$ cat src/rtl/board_vga_render_if.sv
// Game-logic side of the board renderer: cell write/read port, clear sweep
// control and cursor placement. The game logic is the master.
interface board_vga_render_if #(
  parameter int RW  = 3,
  parameter int CLW = 3
);
  logic           wr_en;
  logic [RW-1:0]  wr_row;
  logic [CLW-1:0] wr_col;
  logic [2:0]     wr_color;
  logic [RW-1:0]  rd_row;
  logic [CLW-1:0] rd_col;
  logic [2:0]     rd_color;
  logic           clear_start;
  logic [2:0]     clear_color;
  logic           busy;
  logic           cursor_en;
  logic [RW-1:0]  cursor_row;
  logic [CLW-1:0] cursor_col;

  modport master (
    output wr_en, wr_row, wr_col, wr_color, rd_row, rd_col,
           clear_start, clear_color, cursor_en, cursor_row, cursor_col,
    input  rd_color, busy
  );

  modport slave (
    input  wr_en, wr_row, wr_col, wr_color, rd_row, rd_col,
           clear_start, clear_color, cursor_en, cursor_row, cursor_col,
    output rd_color, busy
  );
endinterface

$ cat src/rtl/board_vga_render.sv
// Board renderer for vgac: owns the colour-index board, runs the clear sweep and
// cursor blink, and turns the scan position into a pixel with 2 clk latency.
module board_vga_render #(
  parameter int ROWS   = 8,
  parameter int COLS   = 8,
  parameter int CELL   = 50,
  parameter int X0     = 120,
  parameter int Y0     = 40,
  parameter int BORDER = 2,
  parameter int BLINK  = 12_500_000
) (
  input  logic        clk,
  input  logic        rst,
  input  logic [1:0]  mode,
  input  logic [8:0]  row_addr,
  input  logic [9:0]  col_addr,
  output logic [18:0] cover_addr,
  input  logic [11:0] cover_pix,
  output logic [11:0] vga_data,
  board_vga_render_if.slave bus
);
  localparam int RW  = (ROWS > 1) ? $clog2(ROWS) : 1;
  localparam int CLW = (COLS > 1) ? $clog2(COLS) : 1;
  localparam int LW  = $clog2(CELL);
  localparam int BW  = (BLINK > 1) ? $clog2(BLINK) : 1;

  localparam logic signed [11:0] X0_S   = 12'(X0);
  localparam logic signed [11:0] Y0_S   = 12'(Y0);
  localparam logic signed [11:0] BRD_W  = 12'(COLS * CELL);
  localparam logic signed [11:0] BRD_H  = 12'(ROWS * CELL);
  localparam logic [11:0]        CELL_U = 12'(CELL);

  localparam logic [0:0] IDLE  = 1'b0;
  localparam logic [0:0] SWEEP = 1'b1;

  function automatic logic [11:0] palette(input logic [2:0] idx);
    case (idx)
      3'd0:    palette = 12'hF00;
      3'd1:    palette = 12'h0F0;
      3'd2:    palette = 12'h00F;
      3'd3:    palette = 12'hFF0;
      3'd4:    palette = 12'hF0F;
      3'd5:    palette = 12'hFFF;
      default: palette = 12'h000;
    endcase
  endfunction

  function automatic logic [11:0] dim_pix(input logic [11:0] p);
    dim_pix = {1'b0, p[11:9], 1'b0, p[7:5], 1'b0, p[3:1]};
  endfunction

  logic [2:0]     board_q [ROWS][COLS];
  logic [2:0]     board_d [ROWS][COLS];
  logic [0:0]     state_q, state_d;
  logic [RW-1:0]  ptr_r_q, ptr_r_d;
  logic [CLW-1:0] ptr_c_q, ptr_c_d;
  logic [2:0]     fill_q, fill_d;
  logic [2:0]     rd_color_q, rd_color_d;
  logic [BW-1:0]  blink_cnt_q, blink_cnt_d;
  logic           blink_phase_q, blink_phase_d;
  logic           wr_ok;

  assign bus.busy     = (state_q == SWEEP);
  assign bus.rd_color = rd_color_q;

  // Board update: sweep owns the array while busy; otherwise the write port does.
  always_comb begin
    board_d = board_q;
    state_d = state_q;
    ptr_r_d = ptr_r_q;
    ptr_c_d = ptr_c_q;
    fill_d  = fill_q;
    wr_ok   = bus.wr_en && (int'(bus.wr_row) < ROWS) && (int'(bus.wr_col) < COLS);
    if (state_q == IDLE) begin
      if (wr_ok) board_d[bus.wr_row][bus.wr_col] = bus.wr_color;
      if (bus.clear_start) begin
        state_d = SWEEP;
        fill_d  = bus.clear_color;
        ptr_r_d = '0;
        ptr_c_d = '0;
      end
    end else begin
      board_d[ptr_r_q][ptr_c_q] = fill_q;
      if (ptr_c_q == CLW'(COLS - 1)) begin
        ptr_c_d = '0;
        if (ptr_r_q == RW'(ROWS - 1)) state_d = IDLE;
        else                          ptr_r_d = ptr_r_q + RW'(1);
      end else begin
        ptr_c_d = ptr_c_q + CLW'(1);
      end
    end
    rd_color_d = ((int'(bus.rd_row) < ROWS) && (int'(bus.rd_col) < COLS)) ?
                 board_d[bus.rd_row][bus.rd_col] : 3'd0;
  end

  always_comb begin
    if (blink_cnt_q == BW'(BLINK - 1)) begin
      blink_cnt_d   = '0;
      blink_phase_d = ~blink_phase_q;
    end else begin
      blink_cnt_d   = blink_cnt_q + BW'(1);
      blink_phase_d = blink_phase_q;
    end
  end

  // ---- stage 0: scan position decode ----
  logic signed [11:0] rel_row_p0, rel_col_p0;
  logic               in_board_p0, in_cover_p0;
  logic [RW-1:0]      cr_p0;
  logic [CLW-1:0]     cc_p0;
  logic [LW-1:0]      lr_p0, lc_p0;
  logic [18:0]        cover_addr_p0;
  logic [1:0]         mode_p0;

  always_comb begin
    rel_row_p0    = $signed({3'b000, row_addr}) - Y0_S;
    rel_col_p0    = $signed({2'b00, col_addr}) - X0_S;
    in_board_p0   = (rel_row_p0 >= 12'sd0) && (rel_row_p0 < BRD_H) &&
                    (rel_col_p0 >= 12'sd0) && (rel_col_p0 < BRD_W);
    cr_p0         = RW'($unsigned(rel_row_p0) / CELL_U);
    cc_p0         = CLW'($unsigned(rel_col_p0) / CELL_U);
    lr_p0         = LW'($unsigned(rel_row_p0) % CELL_U);
    lc_p0         = LW'($unsigned(rel_col_p0) % CELL_U);
    in_cover_p0   = (row_addr < 9'd480) && (col_addr < 10'd640);
    cover_addr_p0 = in_cover_p0 ? (19'(row_addr) * 19'd640 + 19'(col_addr)) : 19'd0;
    mode_p0       = (mode == 2'd3) ? 2'd2 : mode;
  end

  // ---- stage 1: registered decode ----
  logic [18:0]    cover_addr_p1;
  logic           in_board_p1, in_cover_p1;
  logic [1:0]     mode_p1;
  logic [RW-1:0]  cr_p1;
  logic [CLW-1:0] cc_p1;
  logic [LW-1:0]  lr_p1, lc_p1;

  assign cover_addr = cover_addr_p1;

  logic [11:0] game_pix_p1, vga_p1;
  logic        edge_hit_p1, cursor_hit_p1, grid_hit_p1;

  always_comb begin
    edge_hit_p1   = (int'(lr_p1) < BORDER) || (int'(lr_p1) >= CELL - BORDER) ||
                    (int'(lc_p1) < BORDER) || (int'(lc_p1) >= CELL - BORDER);
    cursor_hit_p1 = bus.cursor_en && blink_phase_q && (cr_p1 == bus.cursor_row) &&
                    (cc_p1 == bus.cursor_col) && edge_hit_p1;
    grid_hit_p1   = (int'(lr_p1) < BORDER) || (int'(lc_p1) < BORDER);
    if (!in_board_p1)       game_pix_p1 = 12'hFFF;
    else if (cursor_hit_p1) game_pix_p1 = 12'hF80;
    else if (grid_hit_p1)   game_pix_p1 = 12'h888;
    else                    game_pix_p1 = palette(board_q[cr_p1][cc_p1]);
    case (mode_p1)
      2'd0:    vga_p1 = in_cover_p1 ? cover_pix : 12'h000;
      2'd1:    vga_p1 = game_pix_p1;
      default: vga_p1 = dim_pix(game_pix_p1);
    endcase
  end

  // ---- stage 2: registered pixel ----
  logic [11:0] vga_data_p2;
  assign vga_data = vga_data_p2;

  always_ff @(posedge clk or posedge rst) begin
    if (rst) begin
      for (int r = 0; r < ROWS; r++)
        for (int c = 0; c < COLS; c++)
          board_q[r][c] <= 3'((r * COLS + c) % 6);
      state_q       <= IDLE;
      ptr_r_q       <= '0;
      ptr_c_q       <= '0;
      rd_color_q    <= 3'd0;
      blink_cnt_q   <= '0;
      blink_phase_q <= 1'b1;
      cover_addr_p1 <= 19'd0;
      in_board_p1   <= 1'b0;
      in_cover_p1   <= 1'b0;
      mode_p1       <= 2'd0;
      vga_data_p2   <= 12'h000;
    end else begin
      board_q       <= board_d;
      state_q       <= state_d;
      ptr_r_q       <= ptr_r_d;
      ptr_c_q       <= ptr_c_d;
      rd_color_q    <= rd_color_d;
      blink_cnt_q   <= blink_cnt_d;
      blink_phase_q <= blink_phase_d;
      cover_addr_p1 <= cover_addr_p0;
      in_board_p1   <= in_board_p0;
      in_cover_p1   <= in_cover_p0;
      mode_p1       <= mode_p0;
      vga_data_p2   <= vga_p1;
    end
  end

  always_ff @(posedge clk) begin
    fill_q <= fill_d;
    cr_p1  <= cr_p0;
    cc_p1  <= cc_p0;
    lr_p1  <= lr_p0;
    lc_p1  <= lc_p0;
  end
endmodule
$ cat src/flat_wrapper.sv
// flat-port wrapper written by rule: the top's interface ports become plain ports
module board_vga_render_flat 
#(
  parameter int ROWS   = 8,
  parameter int COLS   = 8,
  parameter int CELL   = 50,
  parameter int X0     = 120,
  parameter int Y0     = 40,
  parameter int BORDER = 2,
  parameter int BLINK  = 12_500_000
)
  (clk, rst, mode, row_addr, col_addr, cover_addr, cover_pix, vga_data, bus_wr_en, bus_wr_row, bus_wr_col, bus_wr_color, bus_rd_row, bus_rd_col, bus_clear_start, bus_clear_color, bus_cursor_en, bus_cursor_row, bus_cursor_col, bus_rd_color, bus_busy);
  board_vga_render_if bus_i ();
  input  logic clk;
  input  logic rst;
  input  logic [1:0] mode;
  input  logic [8:0] row_addr;
  input  logic [9:0] col_addr;
  output logic [18:0] cover_addr;
  input  logic [11:0] cover_pix;
  output logic [11:0] vga_data;
  input wire logic [$bits(bus_i.wr_en)-1:0] bus_wr_en;
  input wire logic [$bits(bus_i.wr_row)-1:0] bus_wr_row;
  input wire logic [$bits(bus_i.wr_col)-1:0] bus_wr_col;
  input wire logic [$bits(bus_i.wr_color)-1:0] bus_wr_color;
  input wire logic [$bits(bus_i.rd_row)-1:0] bus_rd_row;
  input wire logic [$bits(bus_i.rd_col)-1:0] bus_rd_col;
  input wire logic [$bits(bus_i.clear_start)-1:0] bus_clear_start;
  input wire logic [$bits(bus_i.clear_color)-1:0] bus_clear_color;
  input wire logic [$bits(bus_i.cursor_en)-1:0] bus_cursor_en;
  input wire logic [$bits(bus_i.cursor_row)-1:0] bus_cursor_row;
  input wire logic [$bits(bus_i.cursor_col)-1:0] bus_cursor_col;
  output wire logic [$bits(bus_i.rd_color)-1:0] bus_rd_color;
  output wire logic [$bits(bus_i.busy)-1:0] bus_busy;
  assign bus_i.wr_en = bus_wr_en;
  assign bus_i.wr_row = bus_wr_row;
  assign bus_i.wr_col = bus_wr_col;
  assign bus_i.wr_color = bus_wr_color;
  assign bus_i.rd_row = bus_rd_row;
  assign bus_i.rd_col = bus_rd_col;
  assign bus_i.clear_start = bus_clear_start;
  assign bus_i.clear_color = bus_clear_color;
  assign bus_i.cursor_en = bus_cursor_en;
  assign bus_i.cursor_row = bus_cursor_row;
  assign bus_i.cursor_col = bus_cursor_col;
  assign bus_rd_color = bus_i.rd_color;
  assign bus_busy = bus_i.busy;
  board_vga_render #(.ROWS(ROWS), .COLS(COLS), .CELL(CELL), .X0(X0), .Y0(Y0), .BORDER(BORDER), .BLINK(BLINK)) u_core (.clk(clk), .rst(rst), .mode(mode), .row_addr(row_addr), .col_addr(col_addr), .cover_addr(cover_addr), .cover_pix(cover_pix), .vga_data(vga_data), .bus(bus_i));
endmodule
$ cat config.mk
export PLATFORM = sky130hd
export DESIGN_NAME = board_vga_render_flat
export DESIGN_NICKNAME = d
export VERILOG_FILES = /design/src/rtl/board_vga_render_if.sv /design/src/rtl/board_vga_render.sv /design/src/flat_wrapper.sv
export SDC_FILE = /design/constraint.sdc
export NUM_CORES = 1
export LEC_CHECK = 0
export CAP_MARGIN = 20
export CORE_ASPECT_RATIO = 0.6
export CORE_MARGIN = 2
export CORE_UTILIZATION = 55
export CTS_BUF_LIST = sky130_fd_sc_hd__clkbuf_4 sky130_fd_sc_hd__clkbuf_8
export CTS_CLUSTER_SIZE = 16
export DETAILED_ROUTE_END_ITERATION = 6
export GPL_TIMING_DRIVEN = 0
export PLACE_DENSITY_LB_ADDON = 0.12
export SYNTH_ARGS = -nofsm -noshare
export SYNTH_HDL_FRONTEND = slang
export SYNTH_SLANG_ARGS = --single-unit
$ cat constraint.sdc
create_clock -name clk -period 15.3 [get_ports clk]
set_input_delay 2.295 -clock clk [delete_from_list [all_inputs] [get_ports clk]]
set_output_delay 2.295 -clock clk [all_outputs]
set_load 0.02 [all_outputs]
== Word level (Yosys, flattened, before mapping) ==
Index checks and enable logic that the tools add are counted.
Widths: inputs -> output; s select.
Word-level totals
  register bits after elaboration: 283
  bits of input ports: 62
  output and inout port bits: 35
  logic and storage cells: 201
Operators by class
  add/subtract/negate cells: 6
  multipliers: 1
  divide/modulo/power cells: 4
  magnitude comparators: 22
  equality and inequality tests: 14
  multiplexer cells: 43
  bitwise logic cells: 10
  reductions and logical operators: 21
Operator list (count)
  $bwmux 192: 2
  $mux 192: 2
  $mux 24: 7
  $bmux 24 s3: 2
  $demux 24 s3: 2
  $pmux 12 s6: 1
  $mux 12: 4
  $mux 3: 12
  $ge 4x4->1 const B: 8
  $not 3->4: 8
  $add 24x1->24 const B: 1
  $div 12x6->12 const B: 2
  $eq 24x24->1 const B: 1
  $ge 12x1->1 const B: 2
  $lt 12x10->1 const B: 2
  $mod 12x6->12 const B: 2
  $pmux 12 s2: 1
  $add 19x10->19: 1
  $mux 19: 1
  $bmux 3 s3: 2
  $demux 3 s3: 2
  $lt 4x1->1 const B: 4
  $eq 3x3->1 const B: 4
  $ge 6x6->1 const B: 2
  other kinds (23): 46

== Depth between registers and ports, before layout ==
Gate-level depths: netlist of the first run.
  word-level depth: 16
  gate-level depth with buffers: 20
  gate-level depth less buffers: 18

== Worst setup path before layout of the first run ==
OpenSTA, ideal clock, no wires.
  path type: input port to flip-flop
  start point: input port col_addr[3]
  end point: register u_core.lc_p1[4]
  setup time: 120 ps
  arrival time: 5953 ps
  required time: 15180 ps
  slack: 9228 ps
  stages on the path: 16
  buffers on the path: 1
  cells stage by stage: ha_1 -> buf_2 -> and3_1 -> o2111ai_2 -> o2111ai_2 -> nand3_2 -> o22ai_4 -> maj3_2 -> a31o_1 -> mux2_4 -> or2_4 -> a21oi_4 -> mux2_2 -> and3_1 -> a311o_1 -> a211o_1
On the way
  word-level cells in the longest chain between the ends: 2
RTL lines
  from (decl): RTL line flat_wrapper.sv:18  | input logic [9:0] col_addr;
  $sub 10x7->11: RTL line board_vga_render.sv:117  | rel_col_p0 = $signed({2'b00, col_addr}) - X0_S;
  $mod 12x6->12: RTL line board_vga_render.sv:123  | lc_p0 = LW'($unsigned(rel_col_p0) % CELL_U);
  net u_core.lc_p0[4]: RTL line board_vga_render.sv:111  | logic [LW-1:0] lr_p0, lc_p0;
  to (signal assigned): RTL line board_vga_render.sv:200  | lc_p1 <= lc_p0;
  to (decl): RTL line board_vga_render.sv:135  | logic [LW-1:0] lr_p1, lc_p1;
The timed path passes the listed nets, and every way through them passes these cells.
A chain may end at the register's enable or synchronous reset.

== Worst setup path after layout of the first run ==
  start point: input port col_addr[4]
  end point: register u_core.lc_p1[5]
The elaborated chain is that of the path after synthesis.

==> results.yml, run 1 <==
critical_path:
  r2r_start: "u_core.cr_p1[1]"
  critPathMaxStageDelay_ns: 0.68
  critical_path_required_ns: 15.78
  critPathMaxFanout: 10
  crit_buf_inv: 2
  cp-start-kind: "input pin"
  r2r_slack_ns: 10.16
  reg2reg_depth: 11
  cp.arrival_ns: 7.33
  endpoint_kind: "flop"
  crit_path_top_delay_cell: "clkdlybuf4s50_1"
  path_cells: "clkdlybuf4s50_1 > ha_1 > buf_2 > xor2_1 > o31ai_1 > o2111ai_2 > nand3_2 > o22ai_4 > maj3_2 > a31o_1 > mux2_4 > or2_4 > a21oi_4 > xor2_1 > ha_1 > nor2_1 > a21o_1 > mux2i_1 > a211o_1"
  critPathKind: "input pin to flop"
  timing.rr.end: "u_core.vga_data[2]"
  path_delay_family: "compound AO/OA/AOI/OAI gates"
timing:
  hold_viol_final: 0
  setup_violations: 0
  finalCritPeriodShare_pct: 44.8
  slew_headroom_pct: 9.65
  setup_slack_ns: 8.45
  fin_setup_tns_ns: 0
  fmax_mhz: 146
  slew_violations: 0
  period_needed_ns: 6.85
  rsz0062_at_grt: "no"
  finalClockSkew_ns: 0.0366
  worst_pin_slew_ns: 1.36
final_layout:
  final_common_cell: "nor2_1"
  multi_input_area_mm2: 0.0108
  nets: 2214
  drive_gt1_share_pct: 17.4
  post-route-util_pct: 64.1
  area_delta_synth_final_pct: 15.1
  most-common-layout-cells: "253 x nor2_1, 239 x nand2_1, 187 x dfrtp_1, 110 x mux4_2, 108 x clkbuf_1"
  nFillCells: 2751
  seqCellArea_mm2: 0.00706
floorplanning:
  rows: 52
  die_w_um: 242
  core_mm2: 0.0336
  die-area_mm2: 0.0356
  die_h_um: 147
  start_util_pct: 55.7
  ios: 97
grt:
  grt_usage_pct: 47.6
  grt-ovfl-total: 0
  grt_pass1_vias: 18084
  grt_max_degree: 115
  antenna_found_initial: 8
  grt_pass1_wl_um: 122000
placed_design:
  dp_slack_ns: 7.92
  numPortBuffers: 91
  hpwl_um: 62600
  gp_congestion: 1.08
clock_tree:
  clk_pin_slew_worst_paths_ns: 0.06
  cts_max_level: 2
  cts_tree: "yes"
  clock_sinks: 281
  cts-buffers-inserted: 45
  root_buffer: "clkbuf_8"
  post_cts_buffers: 0
  hold_buffers: 0
  cts.path.max_buffers: 3
  cts_resized: 0
  clock_latency_ns: 0.62
logic_synthesis:
  ys.flop_type: "dfrtp_1"
  synthesis.nets: 2050
  syn_area_mm2: 0.0187
  ys_seq_area_share_pct: 37.7
  synth_edf_count: 3
  syn_inst: 1957
  ys_types: 92
  synth_area_per_cell_um2: 9.57
  ys_warn_count: 0
  async_flop_share_pct: 93.2
  ys_ff_latch: 281
routing:
  viasPerCell: 7.45
  routed_wl_um: 85600
  drtPass1Iterations: 7
  vias: 19518
  wire_per_inst_um: 32.7
  drc_errors: 29
  postRouteAntennaNets: 0
  drtIter0Drc: 3606
power_and_ir_drop:
  power_uw: 3720
  p_leak_uw: 0.00853
  vdd_drop_max_mv: 0.121
  p_per_area_mw_per_mm2: 173
worst_hold_path:
  min_from: "u_core.blink_cnt_q[9]"
  hold_depth: 1
  hold_path_class: "flop to flop"
  min_to: "u_core.blink_cnt_q[9]"
run:
  maxCapViolCount: 0
status:
  violations: "design-rule violations"
  status: "finished with violations"
## cells in the mapped netlist, types with 4 or more instances
cell | number | area (um^2)
or3_1 | 11 | 68.8
a211o_1 | 8 | 70.1
and3_1 | 21 | 131
dfstp_2 | 75 | 1970
a221oi_1 | 57 | 499
o221ai_1 | 73 | 639
ha_1 | 29 | 363
o21bai_1 | 4 | 30.0
o211ai_1 | 5 | 37.5
a21o_1 | 13 | 97.6
a211oi_1 | 11 | 82.6
buf_2 | 6 | 30.0
a31oi_1 | 5 | 31.3
nor3b_1 | 12 | 90.1
nand2b_1 | 20 | 125
mux2_2 | 30 | 338
inv_1 | 97 | 364
mux2i_1 | 16 | 160
nor2b_1 | 15 | 93.8
or2_2 | 6 | 37.5
o21a_1 | 4 | 30.0
and2_1 | 12 | 75.1
mux4_2 | 110 | 2480
buf_1 | 20 | 75.1
nand3b_1 | 11 | 82.6
o22ai_1 | 6 | 37.5
a21oi_1 | 98 | 490
o31ai_1 | 6 | 45.0
nor3_1 | 80 | 400
nor4_1 | 4 | 25.0
a222oi_1 | 13 | 130
dfrtp_1 | 187 | 4680
dfxtp_1 | 16 | 320
nand2_1 | 239 | 897
xnor2_1 | 28 | 245
nand4_1 | 9 | 56.3
xor2_1 | 25 | 219
nand3_1 | 30 | 150
o21ai_0 | 46 | 230
clkbuf_1 | 108 | 405
nor2_1 | 253 | 950
or4_1 | 4 | 30.0
a221o_1 | 53 | 531
## area by class of cell
cell class                 count  share of cell area (%)
antenna                        5                  0.0580
buffer                       136                    2.46
clock buffer                  72                    4.10
clock inverter                11                   0.290
inverter                     100                    1.79
multi-input combinational   1440                    50.1
sequential                   281                    32.8
tap                          459                    2.66
timing repair buffer         117                    5.81
## power breakdown
part | internal [uW] | switching [uW] | total [uW]
Combinational | 736 | 1020 | 1760
Sequential | 1070 | 185 | 1260
Clock | 368 | 340 | 707
Total | 2180 | 1550 | 3720
## sequential cells by signal (all words and copies together) (netlist names)
name,flops
u_core.board_q,192
u_core.blink_cnt_q,24
u_core.cover_addr,19
u_core.vga_data,12
u_core.lc_p1,5
u_core.lr_p1,5
u_core.bus.rd_color,3
u_core.cc_p1,3
u_core.cr_p1,3
u_core.fill_q,3
u_core.ptr_c_q,3
u_core.ptr_r_q,3
u_core.mode_p1,2
u_core.blink_phase_q,1
u_core.bus.busy,1
u_core.in_board_p1,1
u_core.in_cover_p1,1
## layer usage
| layer | global-route usage [%] | routed length [um] | up-vias |
|---|---|---|---|
| met4 | 21.8 | 4710 | 4 |
| met2 | 59.5 | 31200 | 2017 |
| met3 | 27.4 | 16800 | 404 |
| met5 | 0 | 27 | - |
| met1 | 65.5 | 32900 | 9399 |
| li1 | - | - | 7694 |
## cell families (layout without fill, tap and decap cells)
kind of cell / Yosys count / count (layout) / synth area share, %
mux: 157 / 157 / 16.0
simple gates: 744 / 744 / 18.0
flops: 281 / 281 / 37.7
buf+inv: 236 / 436 / 4.84
compound gates: 450 / 450 / 18.5
fa+ha+maj: 35 / 35 / 2.37
other cells: 0 / 5 / 0
xor+xnor: 54 / 54 / 2.62
## metrics by stage
| step | instance area [um^2] | hold WS [ns] | cells |
|---|---|---|---|
| floorplan | 18700 | 0.448 | 1957 |
| global route | 21500 | 0.504 | 2616 |
| CTS | 21500 | 0.486 | 2610 |
| global placement | 20200 | 0.466 | 2507 |
| detailed placement | 20500 | 0.476 | 2527 |
| finish | 21600 | 0.487 | 2621 |
## worst max path at each step
| stage | cells past startpoint | slack [ns] | start | end |
|---|---|---|---|---|
| floorplan | 1 | 5.92 | rst | u_core.blink_cnt_q[0] |
| global placement | 2 | 2.48 | rst | u_core.board_q[49] |
| detailed placement | 16 | 7.92 | row_addr[3] | u_core.lr_p1[4] |
| CTS | 17 | 8.55 | row_addr[3] | u_core.lr_p1[4] |
| global route | 16 | 7.84 | row_addr[3] | u_core.lr_p1[4] |
| finish | 19 | 8.45 | col_addr[4] | u_core.lc_p1[5] |
Power figures use the tool's default switching activity.
==> run 2, diff against run 1 <==
Clock period 15.3 ns to 5.8 ns, I/O delays scaled along.
==> run 2 against run 1 <==
Net effect: critical path type unchanged; critical endpoint is now u_core.lc_p1[4]; the flow still finishes with violations (design-rule violations); worst hold slack improved by 0.0037 ns; highest routed layer unchanged; clock skew rose by 0.0076 ns; sequential power rose to 2.6 times the previous value; final cell count rose by 0.31%; flip-flop and latch count did not move; setup slack got worse by 8.0 ns; via count fell by 1.5%.
==> results.yml, run 2 (synthesis gave the netlist of run 1 again) <==
status:
  status: "finished with violations"
  violations: "design-rule violations"
placed_design:
  gp_congestion: 1.11
  hpwl_um: 62200
  numPortBuffers: 91
floorplanning:
  die_h_um: 147
  ios: 97
  die_w_um: 242
  rows: 52
  core_mm2: 0.0336
  start_util_pct: 55.7
  die-area_mm2: 0.0356
timing:
  slew_headroom_pct: 11.5
  finalClockSkew_ns: 0.0442
  worst_pin_slew_ns: 1.33
  period_needed_ns: 5.33
  fin_setup_tns_ns: 0
  finalCritPeriodShare_pct: 91.8
  hold_viol_final: 0
  fmax_mhz: 188
  hold_ws_ns: 0.491
  setup_violations: 0
  slew_violations: 0
  rsz0062_at_grt: "no"
routing:
  vias: 19227
  wire_per_inst_um: 32.0
  drtPass1Iterations: 7
  postRouteAntennaNets: 0
  routed_wl_um: 84200
  viasPerCell: 7.31
  drtIter0Drc: 3694
  drc_errors: 8
critical_path:
  cp.arrival_ns: 5.84
  critPathMaxFanout: 10
  critPathMaxStageDelay_ns: 0.69
  crit_path_top_delay_cell: "clkdlybuf4s50_1"
  endpoint_kind: "flop"
  cp-start-kind: "input pin"
  path_cells: "clkdlybuf4s50_1 > ha_1 > buf_2 > xor2_1 > o31ai_1 > o2111ai_2 > nand3_2 > o22ai_4 > maj3_2 > a31o_1 > mux2_4 > or2_4 > a21oi_4 > mux2_2 > and3_1 > a311o_1 > a211o_1"
  critical_path_required_ns: 6.32
  critPathKind: "input pin to flop"
clock_tree:
  root_buffer: "clkbuf_8"
  clock_latency_ns: 0.64
  cts_resized: 0
  post_cts_buffers: 0
  cts_max_level: 2
  clock_sinks: 281
  hold_buffers: 0
  cts_tree: "yes"
  cts-buffers-inserted: 47
  clk_pin_slew_worst_paths_ns: 0.06
  cts.path.max_buffers: 3
final_layout:
  area_delta_synth_final_pct: 16.2
  drive_gt1_share_pct: 17.8
  most-common-layout-cells: "253 x nor2_1, 239 x nand2_1, 187 x dfrtp_1, 110 x mux4_2, 108 x clkbuf_1"
  largest_reg_flops: 192
  nets: 2220
  regMostFlops: "u_core.board_q"
  final_common_cell: "nor2_1"
grt:
  grt_pass1_wl_um: 120000
  antenna_found_initial: 4
  grt-ovfl-total: 0
  grt_usage_pct: 46.6
  grt_max_degree: 44
  grt_pass1_vias: 18043
run:
  maxCapViolCount: 0
power_and_ir_drop:
  p_leak_uw: 0.00863
  vdd_drop_max_mv: 0.235
  p_per_area_mw_per_mm2: 457
worst_hold_path:
  hold_path_class: "flop to flop"
## run 2: cell count changes in the layout (fill, tap and decap cells not counted), moves of 2 or more
cell,previous run,this run
buf_12,0,7
clkbuf_8,55,59
buf_6,8,11
buf_8,12,9
clkinv_2,8,5
buf_2,11,9
bufinv_16,0,2
## run 2: worst paths after layout
check | startpoint | to | slack [ns] | cells after the start
worst max register to register | u_core.ptr_r_q[1] | u_core.bus.rd_color[1] | 0.90 | 11
worst min-delay path | u_core.blink_cnt_q[0] | u_core.blink_cnt_q[0] | 0.49 | 1
worst max-delay path | col_addr[4] | u_core.lc_p1[4] | 0.47 | 17
max in group asynchronous | rst | u_core.board_q[163] | 3.74 | 6
min in group asynchronous | rst | u_core.board_q[154] | 0.66 | 2
worst min register to register | u_core.blink_cnt_q[0] | u_core.blink_cnt_q[0] | 0.49 | 1
## run 2: per-layer routing
metal | track usage, % | up-vias | share of wire, %
met5 | 1.87 | - | 0.16
li1 | - | 7695 | -
met2 | 58.0 | 1891 | 36
met1 | 62.9 | 9249 | 38
met4 | 20.6 | 6 | 5.4
met3 | 28.9 | 386 | 20
## run 2: cell type report
| cell class | count | area [um^2] |
|---|---|---|
| Timing Repair Buffer | 121 | 1340 |
| Multi-Input combinational cell | 1440 | 10800 |
| Tap cell | 459 | 574 |
| Sequential cell | 281 | 7060 |
| Fill cell | 2701 | 11900 |
| Clock inverter | 11 | 123 |
| Clock buffer | 77 | 947 |
| Antenna cell | 4 | 10.0 |
| Inverter | 100 | 382 |
| Buffer | 136 | 531 |
## run 2: per-stage QoR
stage / setup slack, ns / power (uW) / cell area (um^2) / util (%) / cells
2_1_floorplan: 1.15 / 5920 / 18700 / - / 1957
3_3_place_gp: -0.519 / 7420 / 20200 / 60.1 / 2507
5_1_grt: 0.0278 / 10200 / 21800 / 64.7 / 2625
6_report: 0.475 / 9960 / 21800 / 64.7 / 2629
3_5_place_dp: -0.0328 / 7560 / 20600 / 61.3 / 2531
4_1_cts: 0.601 / 9610 / 21700 / 64.5 / 2619
## run 2: where the power goes
| group | switching, uW | internal, uW | total [uW] |
|---|---|---|---|
| Combinational | 2640 | 1940 | 4580 |
| Clock | 943 | 1130 | 2070 |
| Sequential | 478 | 2830 | 3310 |
| Total | 4060 | 5900 | 9960 |
## run 2: critical path: cells and delay by family
| family | cells | cell delay (ns) |
|---|---|---|
| compound gates | 7 | 1.82 |
| mux | 2 | 0.76 |
| xor+xnor | 1 | 0.25 |
| fa+ha+maj | 2 | 0.57 |
| buf+inv | 2 | 0.93 |
| simple gates | 3 | 0.61 |
